## src/rtl/reg_dest_scoreboard_if.sv

```systemverilog
`default_nettype none
// ---------------------------------------------------------------------------
// reg_dest_scoreboard_if : issue / writeback / operand-lookup bundle. rev 1.0
// ---------------------------------------------------------------------------
interface reg_dest_scoreboard_if #(
  parameter int ADDR_W = 5,
  parameter int NREG   = 32
);
  logic              iss_valid;
  logic [ADDR_W-1:0] iss_dest;
  logic              iss_ready;
  logic              wb_valid;
  logic [ADDR_W-1:0] wb_dest;
  logic [NREG-1:0]   wb_we_onehot;
  logic [ADDR_W-1:0] rs_addr;
  logic [ADDR_W-1:0] rt_addr;
  logic              rs_busy;
  logic              rt_busy;
  logic              stall;
  logic              idle;
  logic              wb_err;

  modport master (
    output iss_valid, iss_dest, wb_valid, wb_dest, rs_addr, rt_addr,
    input  iss_ready, wb_we_onehot, rs_busy, rt_busy, stall, idle, wb_err
  );

  modport slave (
    input  iss_valid, iss_dest, wb_valid, wb_dest, rs_addr, rt_addr,
    output iss_ready, wb_we_onehot, rs_busy, rt_busy, stall, idle, wb_err
  );
endinterface
`default_nettype wire

```

## src/rtl/reg_dest_scoreboard.sv

```systemverilog
`default_nettype none
// ---------------------------------------------------------------------------
// reg_dest_scoreboard : per-GPR outstanding-write counters, hazard flags and
// registered one-hot regfile write enable.                          rev 1.0
// ---------------------------------------------------------------------------
module reg_dest_scoreboard #(
  parameter int ADDR_W = 5,
  parameter int NREG   = 32,
  parameter int CNT_W  = 2
) (
  input  logic                clk,
  input  logic                rst_n,
  reg_dest_scoreboard_if.slave sb
);

  localparam logic [CNT_W-1:0] C_MAX     = '1;
  localparam logic [NREG-1:0]  C_ONE     = NREG'(1);
  localparam logic [NREG-1:0]  C_TRACKED = ~C_ONE;

  logic [CNT_W-1:0] r_cnt     [NREG];
  logic [CNT_W-1:0] w_cnt_nxt [NREG];
  logic [NREG-1:0]  r_we_onehot;
  logic             r_wb_err;

  logic [NREG-1:0]  w_nz;
  logic [NREG-1:0]  w_iss_sel;
  logic [NREG-1:0]  w_wb_sel;
  logic             w_iss_sat;
  logic             w_wb_same;
  logic             w_iss_ready;
  logic             w_iss_fire;
  logic             w_err_set;

  always_comb begin
    w_nz = '0;
    for (int r = 1; r < NREG; r++) begin
      w_nz[r] = (r_cnt[r] != '0);
    end
  end

  // A retire of the same register frees the slot a saturated issue needs.
  assign w_iss_sat   = (sb.iss_dest != '0) && (r_cnt[sb.iss_dest] == C_MAX);
  assign w_wb_same   = sb.wb_valid && (sb.wb_dest == sb.iss_dest);
  assign w_iss_ready = !(w_iss_sat && !w_wb_same);
  assign w_iss_fire  = sb.iss_valid && w_iss_ready;

  // Register 0 is masked out of both decodes so it is never counted.
  assign w_iss_sel = w_iss_fire  ? ((C_ONE << sb.iss_dest) & C_TRACKED) : '0;
  assign w_wb_sel  = sb.wb_valid ? ((C_ONE << sb.wb_dest)  & C_TRACKED) : '0;

  // Retiring an idle register is an error unless an issue covers it this cycle.
  assign w_err_set = |(w_wb_sel & ~w_nz & ~w_iss_sel);

  always_comb begin
    for (int r = 0; r < NREG; r++) begin
      w_cnt_nxt[r] = r_cnt[r];
      if (w_iss_sel[r] && !w_wb_sel[r]) begin
        w_cnt_nxt[r] = r_cnt[r] + CNT_W'(1);
      end else if (!w_iss_sel[r] && w_wb_sel[r] && w_nz[r]) begin
        w_cnt_nxt[r] = r_cnt[r] - CNT_W'(1);
      end
    end
  end

  always_ff @(posedge clk or negedge rst_n) begin
    if (!rst_n) begin
      for (int r = 0; r < NREG; r++) begin
        r_cnt[r] <= '0;
      end
      r_we_onehot <= '0;
      r_wb_err    <= 1'b0;
    end else begin
      for (int r = 0; r < NREG; r++) begin
        r_cnt[r] <= w_cnt_nxt[r];
      end
      r_we_onehot <= w_wb_sel;
      r_wb_err    <= r_wb_err | w_err_set;
    end
  end

  assign sb.iss_ready    = w_iss_ready;
  assign sb.rs_busy      = w_nz[sb.rs_addr];
  assign sb.rt_busy      = w_nz[sb.rt_addr];
  assign sb.stall        = w_nz[sb.rs_addr] | w_nz[sb.rt_addr];
  assign sb.idle         = ~|w_nz;
  assign sb.wb_we_onehot = r_we_onehot;
  assign sb.wb_err       = r_wb_err;

endmodule
`default_nettype wire
```

## src/flat_wrapper.sv

```systemverilog
// flat-port wrapper written by rule: the top's interface ports become plain ports
module reg_dest_scoreboard_flat 
#(
  parameter int ADDR_W = 5,
  parameter int NREG   = 32,
  parameter int CNT_W  = 2
)
  (clk, rst_n, sb_iss_valid, sb_iss_dest, sb_wb_valid, sb_wb_dest, sb_rs_addr, sb_rt_addr, sb_iss_ready, sb_wb_we_onehot, sb_rs_busy, sb_rt_busy, sb_stall, sb_idle, sb_wb_err);
  reg_dest_scoreboard_if #(.ADDR_W(ADDR_W), .NREG(NREG)) sb_i ();
  input  logic clk;
  input  logic rst_n;
  input wire logic [$bits(sb_i.iss_valid)-1:0] sb_iss_valid;
  input wire logic [$bits(sb_i.iss_dest)-1:0] sb_iss_dest;
  input wire logic [$bits(sb_i.wb_valid)-1:0] sb_wb_valid;
  input wire logic [$bits(sb_i.wb_dest)-1:0] sb_wb_dest;
  input wire logic [$bits(sb_i.rs_addr)-1:0] sb_rs_addr;
  input wire logic [$bits(sb_i.rt_addr)-1:0] sb_rt_addr;
  output wire logic [$bits(sb_i.iss_ready)-1:0] sb_iss_ready;
  output wire logic [$bits(sb_i.wb_we_onehot)-1:0] sb_wb_we_onehot;
  output wire logic [$bits(sb_i.rs_busy)-1:0] sb_rs_busy;
  output wire logic [$bits(sb_i.rt_busy)-1:0] sb_rt_busy;
  output wire logic [$bits(sb_i.stall)-1:0] sb_stall;
  output wire logic [$bits(sb_i.idle)-1:0] sb_idle;
  output wire logic [$bits(sb_i.wb_err)-1:0] sb_wb_err;
  assign sb_i.iss_valid = sb_iss_valid;
  assign sb_i.iss_dest = sb_iss_dest;
  assign sb_i.wb_valid = sb_wb_valid;
  assign sb_i.wb_dest = sb_wb_dest;
  assign sb_i.rs_addr = sb_rs_addr;
  assign sb_i.rt_addr = sb_rt_addr;
  assign sb_iss_ready = sb_i.iss_ready;
  assign sb_wb_we_onehot = sb_i.wb_we_onehot;
  assign sb_rs_busy = sb_i.rs_busy;
  assign sb_rt_busy = sb_i.rt_busy;
  assign sb_stall = sb_i.stall;
  assign sb_idle = sb_i.idle;
  assign sb_wb_err = sb_i.wb_err;
  reg_dest_scoreboard #(.ADDR_W(ADDR_W), .NREG(NREG), .CNT_W(CNT_W)) u_core (.clk(clk), .rst_n(rst_n), .sb(sb_i));
endmodule
```

## config.mk

```make
export PLATFORM = sky130hd
export DESIGN_NAME = reg_dest_scoreboard_flat
export DESIGN_NICKNAME = d
export VERILOG_FILES = /design/src/rtl/reg_dest_scoreboard_if.sv /design/src/rtl/reg_dest_scoreboard.sv /design/src/flat_wrapper.sv
export SDC_FILE = /design/constraint.sdc
export NUM_CORES = 1
export LEC_CHECK = 0
export ABC_AREA = 1
export BUFFER_PORTS_ARGS = -buffer_cell sky130_fd_sc_hd__buf_2
export CORE_AREA = 3 3 130 132
export CTS_BUF_LIST = sky130_fd_sc_hd__clkbuf_2 sky130_fd_sc_hd__clkbuf_4 sky130_fd_sc_hd__clkbuf_8
export CTS_CLUSTER_DIAMETER = 30
export CTS_CLUSTER_SIZE = 28
export DETAILED_ROUTE_END_ITERATION = 12
export DIE_AREA = 0 0 133 135
export HOLD_SLACK_MARGIN = 0.03
export RECOVER_POWER = 50
export SLEW_MARGIN = 20
export SYNTH_ARGS = -nofsm -noshare
export SYNTH_HDL_FRONTEND = slang
export SYNTH_SLANG_ARGS = --single-unit
```

## constraint.sdc

```tcl
create_clock -name clk -period 1.93 [get_ports clk]
set_input_delay 0 -clock clk [delete_from_list [all_inputs] [get_ports clk]]
set_output_delay 0 -clock clk [all_outputs]
set_load 0.1 [all_outputs]
```

# Yosys cells after proc, flatten, opt, wreduce, memory -nomap -nowiden
# Index checks and enable logic that the tools add are counted.
[word_totals]
regBits = 97
wordCells = 411
output_inout_bits = 38
inputBits = 24
[op_classes]
bitwise_logic = 7
n_eq_ne = 2
n_addsub = 63
n_reduce_logical = 229
mux = 71
magnitude_cmp = 3
shift = 2
[op_table]
columns = ["cell", "n"]
rows = [
  ["2-bit two-way mux", 64],
  ["2-bit nonzero test", 62],
  ["1-bit logical AND", 98],
  ["1-bit logical NOT", 66],
  ["2-bit by 1-bit adder with 2-bit output (second input constant)", 32],
  ["32-bit AND", 2],
  ["32-bit two-way mux", 2],
  ["32-bit inverter", 2],
  ["1-bit by 5-bit left shift with 32-bit output (first input constant)", 2],
  ["2-bit by 1-bit subtractor with 2-bit output (second input constant)", 31],
  ["32-bit OR reduction", 1],
  ["31-bit OR reduction", 1],
  ["5-bit by 6-bit < comparator with 1-bit output (second input constant)", 2],
  ["1-bit binary-select mux with 5-bit select", 2],
  ["2-bit binary-select mux with 5-bit select", 1],
  ["6-bit greater-or-equal comparator (second input constant)", 1],
  ["5-bit inverter with 6-bit output", 1],
  ["5-bit == test", 1],
  ["5-bit nonzero test", 1],
  ["2-bit == test (second input constant)", 1],
  ["1-bit two-way mux", 2],
  ["1-bit bitwise OR", 2],
]

# Longest topological paths before layout
# Gate-level depths: netlist (run 1).
[depth]
word_depth = 15
depth_mapped = 20
depth_no_buf = 17

# Worst setup path before layout (run 1)
# OpenSTA, ideal clock, no wires.
[synth_timing]
path_type = "flip-flop to output port"
start = "register u_core.r_cnt[48] (netlist name)"
end = "output port sb_idle"
arrival_time_ns = 3.889
required_ns = 1.930
path_buffers = 0
slack_ns = -1.959
stages_incl_launch_ff = 5
cell_sequence = "dfrtp_1 > or2_2 > nor4_1 > nand4_1 > nor4_1"
[synth_via]
elab_chain_cells = 3
[synth_rtl]
columns = ["item", "line_no", "source"]
rows = [
  ["start, declared", "reg_dest_scoreboard.sv:20", "logic [CNT_W-1:0] r_cnt [NREG];"],
  ["start signal, assigned by index", "reg_dest_scoreboard.sv:74", "r_cnt[r] <= w_cnt_nxt[r];"],
  ["2-bit nonzero test", "reg_dest_scoreboard.sv:37", "w_nz[r] = (r_cnt[r] != '0);"],
  ["31-bit OR reduction", "reg_dest_scoreboard.sv:85", "assign sb.idle = ~|w_nz;"],
  ["1-bit logical NOT", "reg_dest_scoreboard.sv:85", ""],
  ["end, declared", "flat_wrapper.sv:23", "output wire logic [$bits(sb_i.idle)-1:0] sb_idle;"],
]
# Every way passes these cells.

# Worst setup path in the final report (run 1)
[layout_timing]
start = "register u_core.r_cnt[59] (netlist name)"
end = "output port sb_stall"
[layout_via]
elab_chain_cells = 4
elab_cells_between_ends = 6
cone_classes = "4 x mux; 1 x bitwise; 1 x reduce/logical"
[layout_rtl]
columns = ["item", "line_no", "source"]
rows = [
  ["2-bit nonzero test *", "reg_dest_scoreboard.sv:37", ""],
  ["1-bit binary-select mux with 5-bit select", "reg_dest_scoreboard.sv:84", "assign sb.stall = w_nz[sb.rs_addr] | w_nz[sb.rt_addr];"],
  ["1-bit two-way mux (not written as such)", "reg_dest_scoreboard.sv:84", ""],
  ["1-bit bitwise OR *", "reg_dest_scoreboard.sv:84", ""],
  ["end, declared", "flat_wrapper.sv:22", "output wire logic [$bits(sb_i.stall)-1:0] sb_stall;"],
]
# Every way passes the cells marked *; elsewhere a longest branch is shown, timed or not. The select of a mux whose other input is x is not followed.

==> flow_metrics.tcl, run 1 <==
set metrics [dict create \
    synth_edf_count 0 \
    route.vias.total 7331 \
    drt-initial-drc-count 726 \
    synthArstFlopShare_pct 100 \
    dp_hpwl_microns 17600 \
    p_clk_share_pct 14.8 \
    seqPwrFrac_pct 27.7 \
    viasPerCell 5.29 \
    synth_ff_type "dfrtp_1" \
    ys_warn_count 0 \
    numCtsBuffers 9 \
    worst_pin_slew_ps 1310 \
    timing.final.crit_share_pct 122 \
    report.final.hold_viol_count 0 \
    grt_util_all_layers_pct 26.7 \
    die_w_microns 133 \
    crit_path_end_kind "primary output" \
    nets 1188 \
    fin_cells 1385 \
    ant_nets 0 \
    synth_common_cells "nand2_1, nor2_1, inv_1, dfrtp_1, nand3_1" \
    clock-sinks 94 \
    io_buffers 60 \
    grt-ovfl-total 0 \
    postPlaceCellArea_sq_um 8300 \
    grt_pass1_vias 7100 \
    critPathLaunchType "register" \
    skew_ps 14.7 \
    synth_nets 933 \
    total_power_mw 10.1 \
    syn_to_final_growth_pct 57.6 \
    synth_top_cell_by_area "dfrtp_1" \
    wirelength_microns 24500 \
    crit_chain "buf_6 -> nor2_4 -> a21oi_2 -> o21ai_2 -> o21ai_1 -> o221ai_1 -> nand2_1 -> nor2_2 -> a31oi_4 -> or2_4 -> buf_12" \
    crit_required_ps 1930 \
    synth_top_area_share_pct 37.1 \
    synth-seq-cells 94 \
    clk_latency_ps 400 \
    dieArea_sq_um 18000 \
    io_pins 62 \
    syn-cell-area_sq_um 6350 \
    clk_pin_slew_ps 100 \
    synthTopCellsByArea "dfrtp_1, nand2_1, nor2_1" \
    powerDensity_nw_per_um2 1010 \
    status "complete, but fails checks" \
    n_antenna_cell 0 \
    fp.dieH_microns 135 \
    cap_violations 0 \
    synthesis.instances 909 \
    slew_viol_final 0 \
    combPwrFrac_pct 57.6 \
    ys_seq_area_share_pct 37.1 \
    htree_levels 3 \
    syn-mean-instance-area_sq_um 6.98 \
    intPower_mw 5.82 \
    rsz0062_at_grt "yes" \
    gp_congestion 1.02 \
    cts_tree "yes" \
    critPathBufInv 2 \
    switching_share_pct 42.4 \
    fmax_mhz 425 \
    yosysMostFrequentCell "nand2_1" \
    dp_cells 1337 \
    cts_buffer_depth 2 \
    drc 0 \
    firstDrtPassIters 7 \
    synth_cell_types 33 \
    p_sw_mw 4.29 \
    wl_per_cell_microns 17.7 \
    final_layout_size_suffix_gt1_share_pct 42.3 \
    setup_viol 68 \
    root_buffer "clkbuf_8" \
    path_class "register to primary output" \
    grt_pass1_wl_microns 37600 \
    slowest_stage "dfrtp_1" \
    critPathMaxFanout 3 \
    failed_checks "setup timing" \
    coreArea_sq_um 15800 \
    initial_core_util_pct 40.1 \
    vdd_ir_drop_max_mv 0.440 \
    p_leak_nw 4.81 \
    stdcell_area_sq_um 10000 \
    setup_tns_ps -12330 \
    hp-class "input port to register" \
    place_ws_ps -224 \
    worst_slack_ps -424 \
    slew_headroom_pct 12.8 \
    cpPeakStageDelay_ps 410 \
    grt_max_degree 95 \
    nFillCells 1376 \
    grt_antenna_before_repair 0 \
    fin_crit_ps 2350 \
    rows 46 \
    crit_family "simple AND/OR/NAND/NOR gates" \
    arrival_ps 2350 \
]
power groups by stage:
stage               clock network [mW]  logic, mW  registers [mW]
CTS                               1.54       5.19            2.78
floorplan                            0       1.86            2.96
finish                            1.49       5.82            2.80
global placement                     0       4.52            2.80
global route                      1.61       6.22            2.86
detailed placement                   0       4.54            2.80
tightest hold or removal path, cell delays in order:
cell and delay, ps:
buf_2 140, nor3_1 70, inv_1 100, nor2_1 140
final timing paths:
kind,start,end,slack [ps],cells past startpoint
setup / recovery,u_core.r_cnt[59],sb_stall,-420,11
hold / removal,sb_wb_dest[0],u_core.sb.wb_we_onehot[22],110,4
setup reg to reg,u_core.r_cnt[24],u_core.r_cnt[60],-350,16
hold reg to reg,u_core.r_cnt[53],u_core.r_cnt[53],530,2
max in group asynchronous,rst_n,u_core.r_cnt[48],510,3
min in group asynchronous,rst_n,u_core.r_cnt[59],550,3
metrics by stage:
stage	util, %	hold WS, ps
after global placement	52.4	101
after global routing	63.2	135
after CTS	59.0	69.9
after detailed placement	52.4	102
after floorplan	-	-296
final	63.2	109
kinds of logic (layout without fill, tap and decap cells):
kind of cell,Yosys count,in the layout,synth area share (%)
AO/OA/AOI/OAI,147,147,13.1
flip-flops,94,94,37.1
buffers and inverters,135,395,9.15
other,1,1,0.0591
AND/OR/NAND/NOR,499,499,36.1
XOR/XNOR,33,33,4.55
routing by layer:
layer / up-vias / part of all wire [%] / track usage, %
met5: - / 0 / 0
met4: 0 / 4.9 / 13.3
met3: 87 / 6.6 / 6.11
li1: 3513 / - / -
met1: 3466 / 43 / 35.3
met2: 265 / 46 / 41.3
area by class of cell:
type,count,area [sq um],area share (%)
clock inverter,6,86.3,0.863
timing repair buffer,272,2330,23.3
tap,216,270,2.70
multi-input combinational,680,4420,44.2
clock buffer,10,131,1.31
sequential,94,2350,23.5
inverter,107,408,4.08
state kept, by name (all words and copies together), names as in the netlist:
name / flops
u_core.r_cnt: 62
u_core.sb.wb_we_onehot: 31
u_core.sb.wb_err: 1
layout by cell type (no fill, tap or decap), drive strengths merged, types with 13 or more instances in the layout:
cell	n
nand2	185
o21ai	59
xor2	33
a21oi	45
inv	101
buf	267
nor3	27
nor2	159
o221ai	13
clkbuf	13
a31oi	21
dfrtp	94
nand3	104
timing repair:
action                                  in CTS  in global routing
endpoints found under the setup margin      55                 68
gates resized for setup                    171                160
gates cloned                                 2                  0
hold endpoints to repair                    95                  0
hold buffers                                 2                  0
pin swaps                                   39                 73
buffers inserted                            19                 16
No activity file was read; power rests on OpenSTA's default activity.
==> inputs of run 2 (changes only) <==
==> constraint.sdc (replaced) <==
create_clock -name clk -period 1.93 [get_ports clk]
set_input_delay 0.0965 -clock clk [delete_from_list [all_inputs] [get_ports clk]]
set_output_delay 0.0965 -clock clk [all_outputs]
set_load 0.1 [all_outputs]
==> run 2 against run 1 <==
Compared with the run above: the flow still finishes with violations (setup timing); flip-flop and latch count stayed put; sequential power is 4% higher; critical path depth is 1 lower; setup slack worse by 15 ps; register-to-register slack better by 30 ps; critical path type unchanged.
==> flow_metrics.tcl, run 2 (same netlist as run 1, synthesis figures left out) <==
set metrics [dict create \
    cts_buffer_depth 2 \
    total_power_mw 10.2 \
    fin_crit_ps 2370 \
    timing.final.crit_share_pct 123 \
    rrSetupSlack_ps -320 \
    clk_latency_ps 400 \
    numCtsBuffers 9 \
    largest_reg_flops 62 \
    layout_commonest_cell "buf_4" \
    status "complete, but fails checks" \
    rows 46 \
    critPathMaxFanout 4 \
    path_class "register to primary output" \
    place_ws_ps -292 \
    setup_tns_ps -8880 \
    slew_viol_final 0 \
    worst_slack_ps -439 \
    grt_util_all_layers_pct 26.8 \
    timing.hold.ws_ps 147 \
    clk_pin_slew_ps 90 \
    crit_end "sb_stall" \
    report.final.hold_viol_count 0 \
    arrival_ps 2270 \
    failed_checks "setup timing" \
    n_antenna_cell 0 \
    grt-ovfl-total 0 \
    root_buffer "clkbuf_8" \
    route.vias.total 7461 \
    worst_pin_slew_ps 1280 \
    setup_viol 65 \
    ant_nets 0 \
    crit_path_end_kind "primary output" \
    drc 0 \
    crit_required_ps 1830 \
    reg2reg_to "u_core.r_cnt[60]" \
    rr_worst_depth 16 \
    grt_pass1_vias 6961 \
    reg2reg_from "u_core.r_cnt[34]" \
    powerDensity_nw_per_um2 1010 \
    final_layout_size_suffix_gt1_share_pct 44.3 \
    drt-initial-drc-count 651 \
    hp-class "input port to register" \
    gp_congestion 1.04 \
    largest-register "u_core.r_cnt" \
    cts_tree "yes" \
    grt_antenna_before_repair 0 \
    wirelength_microns 24700 \
    wl_per_cell_microns 17.4 \
    die_w_microns 133 \
    nFillCells 1392 \
    slew_headroom_pct 14.9 \
    layout_common_cells "buf_4, nand2_1, nor2_1, dfrtp_1, inv_1" \
    firstDrtPassIters 7 \
    p_leak_nw 4.93 \
    syn_to_final_growth_pct 59.8 \
    viasPerCell 5.26 \
    io_pins 62 \
    initial_core_util_pct 40.1 \
    fmax_mhz 422 \
    grt_max_degree 95 \
    grt_pass1_wl_microns 37600 \
    clock-sinks 94 \
    dp_hpwl_microns 18100 \
    rsz0062_at_grt "yes" \
    fp.dieH_microns 135 \
    dieArea_sq_um 18000 \
    skew_ps 10.4 \
    critPathLaunchType "register" \
    vdd_ir_drop_max_mv 0.581 \
    io_buffers 60 \
    coreArea_sq_um 15800 \
    htree_levels 3 \
    nets 1221 \
    cp-startpoint "u_core.r_cnt[56]" \
    cap_violations 0 \
]
-- run 2: stage by stage --
stage                     std cells  area [sq um]  utilization, %
after global routing           1418         10100            64.1
final                          1418         10100            64.1
after CTS                      1399          9610            60.7
after detailed placement       1359          8440            53.3
after floorplan                 909          6410               -
after global placement         1359          8440            53.3
-- run 2: layout make-up --
class | instances | area [sq um] | share of cell area, %
Clock buffer | 12 | 153 | 1.51
Clock inverter | 4 | 70.1 | 0.691
Inverter | 107 | 405 | 4.00
Multi-Input combinational cell | 680 | 4400 | 43.4
Sequential cell | 94 | 2360 | 23.2
Tap cell | 216 | 270 | 2.67
Timing Repair Buffer | 305 | 2490 | 24.5
-- run 2: worst min path at each step --
stage | endpoint | startpoint | cells after the start
final | u_core.sb.wb_we_onehot[16] | sb_wb_dest[0] | 4
after global routing | u_core.sb.wb_we_onehot[16] | sb_wb_dest[0] | 4
after CTS | u_core.sb.wb_we_onehot[16] | sb_wb_dest[0] | 4
after detailed placement | u_core.sb.wb_we_onehot[2] | rst_n | 2
after global placement | u_core.sb.wb_we_onehot[3] | rst_n | 2
after floorplan | u_core.r_cnt[0] | rst_n | 0
-- run 2: layer usage --
metal  global-route usage, %  vias up  share of wire, %
met3                    4.47       60               6.2
met5                       0        -                 0
met1                    36.0     3527                42
met2                    42.7      285                47
li1                        -     3589                 -
met4                    11.9        0               4.4
-- run 2: timing repair --
item,4_1_cts,5_1_grt
gates resized for setup,192,132
endpoints found under the setup margin,56,68
cloned,1,0
endpoints found under the hold margin,94,0
hold buffers,1,0
pin swaps,34,68
setup buffers,22,27
-- run 2: power by group --
group / switching [mW] / internal [mW]
sequential: 0.476 / 2.44
combinational: 3.12 / 2.70
clock: 0.724 / 0.790
-- run 2: critical path, cell delays in order, from the launching register on --
cell and delay, ps:
dfrtp_1 420, nor2_1 110, inv_1 120, o21ai_1 180
o21ai_0 110, o221ai_1 200, nand2_1 110, nor2_2 130
a31oi_4 50, or2_4 270, buf_8 170
